==> config.mk <==
export PLATFORM = sky130hd
export DESIGN_NAME = seg7_scan_driver
export DESIGN_NICKNAME = d
export VERILOG_FILES = /design/src/rtl/seg7_pkg.sv /design/src/rtl/btn_debounce.sv /design/src/rtl/seg7_scan_driver.sv
export SDC_FILE = /design/constraint.sdc
export NUM_CORES = 1
export LEC_CHECK = 0
export CELL_PAD_IN_SITES_DETAIL_PLACEMENT = 0
export CELL_PAD_IN_SITES_GLOBAL_PLACEMENT = 1
export CORE_ASPECT_RATIO = 0.7
export CORE_MARGIN = 4
export CORE_UTILIZATION = 40
export CTS_CLUSTER_SIZE = 40
export DETAILED_ROUTE_END_ITERATION = 12
export PLACE_DENSITY_LB_ADDON = 0.15
export SLEW_MARGIN = 20
export SYNTH_ARGS = -nofsm -noshare
export SYNTH_HDL_FRONTEND = slang
export SYNTH_HIERARCHICAL = 1
export SYNTH_SLANG_ARGS = --single-unit
==> constraint.sdc <==
create_clock -name clk -period 3.1 [get_ports clk]
set_clock_uncertainty 0.15 [all_clocks]
set_input_delay 0.465 -clock clk [delete_from_list [all_inputs] [get_ports clk]]
set_output_delay 0.465 -clock clk [all_outputs]
set_load 0.05 [all_outputs]
==> src/rtl/seg7_pkg.sv <==
// Shared constants, display bus layout and hex-to-segment decode for the 4-digit scan driver.
package seg7_pkg;

  localparam int unsigned NUM_DIGITS = 4;
  localparam int unsigned IDX_W      = 2;
  localparam int unsigned AN_W       = 4;
  localparam int unsigned SEG_W      = 8;
  localparam int unsigned WORD_W     = 32;
  localparam int unsigned HALF_W     = 16;

  localparam logic [SEG_W-1:0]  SEG_BLANK = 8'hFF;
  localparam logic [AN_W-1:0]   AN_OFF    = 4'hF;
  localparam logic [WORD_W-1:0] DISP_ADDR = 32'h4000_0010;

  // Board bus {AN[3:0], SEG[7:0]}, all active low; SEG = {dp,g,f,e,d,c,b,a}
  typedef struct packed {
    logic [AN_W-1:0]  an;
    logic [SEG_W-1:0] seg;
  } leds_t;

  localparam leds_t LEDS_DARK = '{an: AN_OFF, seg: SEG_BLANK};

  function automatic logic [SEG_W-1:0] hex2seg(input logic [3:0] nib);
    logic [SEG_W-1:0] seg;
    seg = SEG_BLANK;
    case (nib)
      4'h0: seg = 8'hC0;
      4'h1: seg = 8'hF9;
      4'h2: seg = 8'hA4;
      4'h3: seg = 8'hB0;
      4'h4: seg = 8'h99;
      4'h5: seg = 8'h92;
      4'h6: seg = 8'h82;
      4'h7: seg = 8'hF8;
      4'h8: seg = 8'h80;
      4'h9: seg = 8'h90;
      4'hA: seg = 8'h88;
      4'hB: seg = 8'h83;
      4'hC: seg = 8'hC6;
      4'hD: seg = 8'hA1;
      4'hE: seg = 8'h86;
      4'hF: seg = 8'h8E;
      default: seg = SEG_BLANK;
    endcase
    return seg;
  endfunction

endpackage

==> src/rtl/btn_debounce.sv <==
// Raw push-button conditioner: 2-FF synchroniser, stability counter and a 1-cycle pulse
// on each accepted 0->1 transition of the debounced level.
module btn_debounce #(
  parameter int unsigned DEB_CYCLES = 50000
) (
  input  logic clk,
  input  logic reset,
  input  logic btn_raw,
  output logic rise
);

  localparam int unsigned CNT_W = (DEB_CYCLES > 0) ? $clog2(DEB_CYCLES + 1) : 1;
  localparam logic [CNT_W-1:0] CNT_MAX    = CNT_W'(DEB_CYCLES);
  localparam logic [CNT_W-1:0] CNT_ACCEPT = CNT_W'(DEB_CYCLES - 1);

  logic [1:0]       sync_q, sync_d;
  logic             cand_q, cand_d;
  logic [CNT_W-1:0] cnt_q, cnt_d;
  logic             level_q, level_d;
  logic             rise_q, rise_d;

  always_ff @(posedge clk or posedge reset) begin
    if (reset) begin
      sync_q  <= '0;
      cand_q  <= 1'b0;
      cnt_q   <= '0;
      level_q <= 1'b0;
      rise_q  <= 1'b0;
    end else begin
      sync_q  <= sync_d;
      cand_q  <= cand_d;
      cnt_q   <= cnt_d;
      level_q <= level_d;
      rise_q  <= rise_d;
    end
  end

  // cand tracks the synchronised level; any change restarts the stability count
  always_comb begin
    sync_d  = {sync_q[0], btn_raw};
    cand_d  = cand_q;
    cnt_d   = cnt_q;
    level_d = level_q;
    if (sync_q[1] != cand_q) begin
      cand_d = sync_q[1];
      cnt_d  = '0;
    end else if (cnt_q != CNT_MAX) begin
      cnt_d = cnt_q + CNT_W'(1);
      if (cnt_q == CNT_ACCEPT) begin
        level_d = cand_q;
      end
    end
    rise_d = level_d & ~level_q;
  end

  assign rise = rise_q;

endmodule

==> src/rtl/seg7_scan_driver.sv <==
// Multiplexed 4-digit hex display driver fed from the display MMIO word, with
// frame-aligned (tear-free) updates, leading-zero blanking and a button-selected half.
module seg7_scan_driver
  import seg7_pkg::*;
#(
  parameter int unsigned SCAN_DIV   = 1000,
  parameter int unsigned DEB_CYCLES = 50000,
  parameter int unsigned LZ_BLANK   = 1
) (
  input  logic        clk,
  input  logic        reset,
  input  logic [31:0] disp_word,
  input  logic        disp_we,
  input  logic        page_btn,
  output logic [11:0] leds
);

  localparam int unsigned DIV_W = (SCAN_DIV > 1) ? $clog2(SCAN_DIV) : 1;
  localparam logic [DIV_W-1:0] DIV_LAST = DIV_W'(SCAN_DIV - 1);
  localparam logic [IDX_W-1:0] IDX_LAST = IDX_W'(NUM_DIGITS - 1);

  logic [DIV_W-1:0]  div_cnt_q, div_cnt_d;
  logic [IDX_W-1:0]  idx_q, idx_d;
  logic [WORD_W-1:0] pending_q, pending_d;
  logic [WORD_W-1:0] shown_q, shown_d;
  logic              page_q, page_d;
  leds_t             leds_q, leds_d;

  logic              page_rise;
  logic              tick_c;
  logic              frame_end_c;
  logic [HALF_W-1:0] half_c;
  logic [HALF_W-1:0] upper_c;
  logic              blank_c;
  logic [SEG_W-1:0]  seg_c;
  logic [AN_W-1:0]   an_c;

  btn_debounce #(
    .DEB_CYCLES(DEB_CYCLES)
  ) u_btn_debounce (
    .clk     (clk),
    .reset   (reset),
    .btn_raw (page_btn),
    .rise    (page_rise)
  );

  always_ff @(posedge clk or posedge reset) begin
    if (reset) begin
      div_cnt_q <= '0;
      idx_q     <= '0;
      pending_q <= '0;
      shown_q   <= '0;
      page_q    <= 1'b0;
      leds_q    <= LEDS_DARK;
    end else begin
      div_cnt_q <= div_cnt_d;
      idx_q     <= idx_d;
      pending_q <= pending_d;
      shown_q   <= shown_d;
      page_q    <= page_d;
      leds_q    <= leds_d;
    end
  end

  // Scan timing and the double-buffered display word; shown only moves at a frame boundary
  always_comb begin
    tick_c      = (div_cnt_q == DIV_LAST);
    frame_end_c = tick_c && (idx_q == IDX_LAST);
    div_cnt_d   = tick_c ? '0 : div_cnt_q + DIV_W'(1);
    idx_d       = tick_c ? idx_q + IDX_W'(1) : idx_q;
    pending_d   = disp_we ? disp_word : pending_q;
    shown_d     = shown_q;
    if (frame_end_c) begin
      shown_d = disp_we ? disp_word : pending_q;
    end
    page_d = page_q ^ page_rise;
  end

  // Segment pattern for the digit about to be lit, built from post-boundary state
  always_comb begin
    half_c  = page_q ? shown_d[31:16] : shown_d[15:0];
    upper_c = half_c >> {idx_d, 2'b00};
    blank_c = (LZ_BLANK != 0) && (idx_d != '0) && (upper_c == '0);
    seg_c   = blank_c ? SEG_BLANK : hex2seg(upper_c[3:0]);
    if ((idx_d == IDX_LAST) && page_q) begin
      seg_c[SEG_W-1] = 1'b0;
    end
    an_c   = ~(AN_W'(1) << idx_d);
    leds_d = leds_q;
    if (tick_c) begin
      leds_d.an  = an_c;
      leds_d.seg = seg_c;
    end
  end

  assign leds = leds_q;

endmodule
==> metrics.md <==
| Metric | Value |
|---|---|
| Worst slew pin tran | `0.834 ns` |
| Maximum resistive drop on vdd | `0.224 mV` |
| Worst setup timing slack at the placement stage | `-0.243 ns` |
| Standard-cell rows | `36` |
| P_leak | `3.07 nW` |
| Clock period minus final worst setup slack | `3.01 ns` |
| Core area | `0.0139 mm²` |
| Inserted Clock Buffers | `9` |
| Clock network latency to the later pin of the worst-skew pair | `0.35 ns` |
| Slowest-stage cell, CP | `sky130_fd_sc_hd__mux4_2` |
| Run status | `complete, no violations` |
| Number of antenna violations at the first check in global routing | `0` |
| Number of warnings reported in the yosys synthesis log | `6` |
| DR pass1 iterations | `4` |
| Wire length of the first global-routing pass | `20.1 mm` |
| Fraction of registers with async set or reset after synthesis | `1.00` |
| Post-layout utilization of the core | `0.508` |
| Starting density of the core | `0.408` |
| # IOs | `48` |
| Summed instance area of the synthesized netlist | `0.00566 mm²` |
| Number of global-route vias before repair | `3,863` |
| Buffers added on ports | `47` |
| Total inserted antenna cells | `0` |
| Final setup TNS | `0 ns` |
| Number of register bits inferred by synthesis | `110` |
| Achievable Freq | `332 MHz` |
| Number of enable-type register cells in the synthesized netlist | `0` |
| Class of the tightest hold or removal check | `reg -> reg` |
| Type of element launching the critical path | `input port` |
| Reg clk slew, reported paths | `0.08 ns` |
| Number of H-tree levels | `3` |
| Total Wirelength | `12.1 mm` |
| Top-count cell post-synth | `sky130_fd_sc_hd__dfrtp_1` |
| Post-route total power | `3.09 mW` |
| Ranking of synthesized cells by area | `sky130_fd_sc_hd__dfrtp_1 (43%), sky130_fd_sc_hd__mux2_2 (14%), sky130_fd_sc_hd__mux4_2 (7.2%)` |
| Maximum number of pins on one net before global-route repair | `57` |
| Post-synth cell types | `56` |
| Overall routing resource usage | `0.158` |
| Die X-Extent | `150 µm` |
| Setup slack of the critical path after layout | `0.0856 ns` |
| Critical path capture point type | `flop` |
| Primary flip-flop cell chosen by synthesis mapping | `sky130_fd_sc_hd__dfrtp_1` |
| Number of pins exceeding their max-slew limit in the final report | `0` |
| DRT iter0 DRCs | `212` |
| RD Place Congestion | `0.791` |
| Clk root buf | `sky130_fd_sc_hd__clkbuf_16` |
| Number of nets in the layout | `585` |
| Arrival time at the worst endpoint | `3.14 ns` |
| Stage delay of the slowest cell on the critical path | `0.49 ns` |
| Number of clock sinks | `110` |
| Sequential-to-total area share from yosys stat | `0.489` |
| Worst setup path class | `in -> reg` |
| Maximum buffer depth of the clock tree | `2` |
| TritonCTS clock tree | `done` |
| Final HPWL from detailed placement | `8.74 mm` |
| Die footprint | `0.0162 mm²` |
| Hold slack | `0.208 ns` |
| Post-Syn Area per Cell | `12.6 µm²` |
| Instance count of the mapped netlist | `448` |
| Share of Yosys cell area claimed by the top area cell type | `0.433` |
| Fin crit share | `0.972` |
| Worst max-slew margin expressed relative to the limit | `0.443` |
| Post-synthesis to final-layout area growth | `24.5%` |
| Total of endpoints with negative setup slack in the final report | `0` |
| Via/cell ratio | `5.26` |
| Proportion of layout cells with a drive suffix above 1 | `0.355` |
| Endpoints failing hold | `0` |
| Area leader, netlist | `sky130_fd_sc_hd__dfrtp_1` |
| Pwr/cell area | `438 mW/mm²` |
| Worst path required time | `3.23 ns` |
| Max Cap Viol | `0` |
| Cell type with the highest occurrence count on the critical path | `sky130_fd_sc_hd__inv_2` |
| Nets in the synthesized netlist | `494` |
| Setup repair after global routing missed its margin | `true` |
| Chip height | `108 µm` |
| DRC errors left | `0` |
| Remaining global-route overflow | `0` |
| Maximum fanout along the worst path | `4` |
| Average routed wire per standard cell | `16.5 µm` |
| Cell-by-cell trace of the critical path | `clkdlybuf4s50_1 > mux2_1 > mux4_2 > a22oi_2 > nand4b_1 > inv_2 > ha_1 > inv_2 > mux2i_1 > mux2_2 > a21oi_1` |
| Most used standard cells in the synthesized netlist | `sky130_fd_sc_hd__dfrtp_1 (98), sky130_fd_sc_hd__mux2_2 (72), sky130_fd_sc_hd__nor2_1 (32)` |
| Routed vias | `3,858` |
| DRT antenna net count | `0` |
[critical path: cells and delay by family]
| family | cells | cell delay (ns) |
|---|---|---|
| buffers and inverters | 3 | 0.68 |
| AOI/OAI and AO/OA | 2 | 0.31 |
| muxes | 4 | 1.18 |
| and+or+nand+nor | 1 | 0.26 |
| adders and majority gates | 1 | 0.25 |
[path summary, 6_finish.rpt]
kind / slack, ns / from / depth (start not counted) / endpoint
setup / recovery: 0.09 / disp_word[20] / 11 / leds[3]
hold / removal: 0.21 / u_btn_debounce/sync_q[0] / 0 / u_btn_debounce/sync_q[1]
setup reg to reg: 0.09 / div_cnt_q[4] / 11 / leds[4]
hold reg to reg: 0.21 / u_btn_debounce/sync_q[0] / 0 / u_btn_debounce/sync_q[1]
max in group asynchronous: 1.71 / reset / 3 / leds[7]
min in group asynchronous: 0.39 / reset / 2 / shown_q[2]
[flip-flops by register name, indices dropped and copies added (netlist names)]
name	cells
u_btn_debounce/rise	1
idx_q	2
u_btn_debounce/cand_q	1
leds	12
page_q	1
div_cnt_q	10
u_btn_debounce/sync_q	2
pending_q	32
shown_q	32
u_btn_debounce/level_q	1
u_btn_debounce/cnt_q	16
[cells by family after synthesis]
logic type | after synthesis | synth area share
mux | 118 | 0.266
flops | 110 | 0.489
simple gates | 109 | 0.108
compound gates | 47 | 0.0566
buf+inv | 34 | 0.0278
xor+xnor | 20 | 0.0309
fa+ha+maj | 10 | 0.0221
[repair_timing]
item | CTS | global route
setup endpoints to repair | 1 | 7
gates cloned | 0 | 1
hold buffers | 0 | 0
gates resized for setup | 1 | 9
buffers inserted | 0 | 11
pin swaps | 0 | 8
[layer usage]
| layer | global-route usage | share of wire | vias to the layer above |
|---|---|---|---|
| met5 | 0 | 0 | - |
| met4 | 0.0398 | 0.012 | 0 |
| met3 | 0.0404 | 0.048 | 13 |
| met2 | 0.235 | 0.44 | 82 |
| met1 | 0.231 | 0.50 | 1924 |
| li1 | - | - | 1839 |
[area by class of cell]
type                    count  area [µm²]
clock buffers              10         229
clock inverters             6        80.1
fillers                  1247        6820
inverters                  10        38.8
multi-input cells         305        2780
flip-flops and latches    110        2770
well taps                 190         238
repair buffers            103         916
[stage by stage]
| step | std cells | instance area, µm² |
|---|---|---|
| after floorplan | 448 | 5670 |
| after global placement | 706 | 6610 |
| after detailed placement | 706 | 6610 |
| after CTS | 722 | 6930 |
| after global routing | 734 | 7050 |
| final | 734 | 7050 |
[cells in the final DEF (no fill, tap or decap), drive strengths merged, types with 2 or more instances in the layout]
| cell type | synthesis | routed |
|---|---|---|
| a31oi | 3 | 3 |
| ha | 10 | 10 |
| mux2 | 78 | 78 |
| mux4 | 18 | 18 |
| nand4 | 8 | 9 |
| clkinv | 0 | 4 |
| xnor2 | 11 | 11 |
| or3 | 6 | 6 |
| nor2 | 32 | 32 |
| buf | 17 | 56 |
| nand3 | 17 | 17 |
| o221ai | 5 | 5 |
| o21ai | 10 | 10 |
| dfstp | 12 | 12 |
| and4 | 2 | 2 |
| nor3 | 6 | 6 |
| nand2 | 18 | 18 |
| o22ai | 2 | 2 |
| nand4b | 2 | 2 |
| mux2i | 22 | 22 |
| xor2 | 9 | 9 |
| clkdlybuf4s50 | 0 | 46 |
| o21a | 4 | 4 |
| clkbuf | 7 | 11 |
| and2 | 3 | 3 |
| and3 | 3 | 3 |
| dfrtp | 98 | 98 |
| a21oi | 12 | 12 |
| nor4 | 3 | 3 |
| a32oi | 2 | 2 |
| inv | 10 | 11 |
[power breakdown]
group / total (mW) / switching (mW) / leakage (nW) / internal, mW
logic: 0.354 / 0.158 / 1.56 / 0.196
registers: 1.55 / 0.0385 / 1.36 / 1.51
clock network: 1.19 / 0.543 / 0.152 / 0.643
total: 3.09 / 0.740 / 3.07 / 2.35
(Power assumes the default switching activity.)
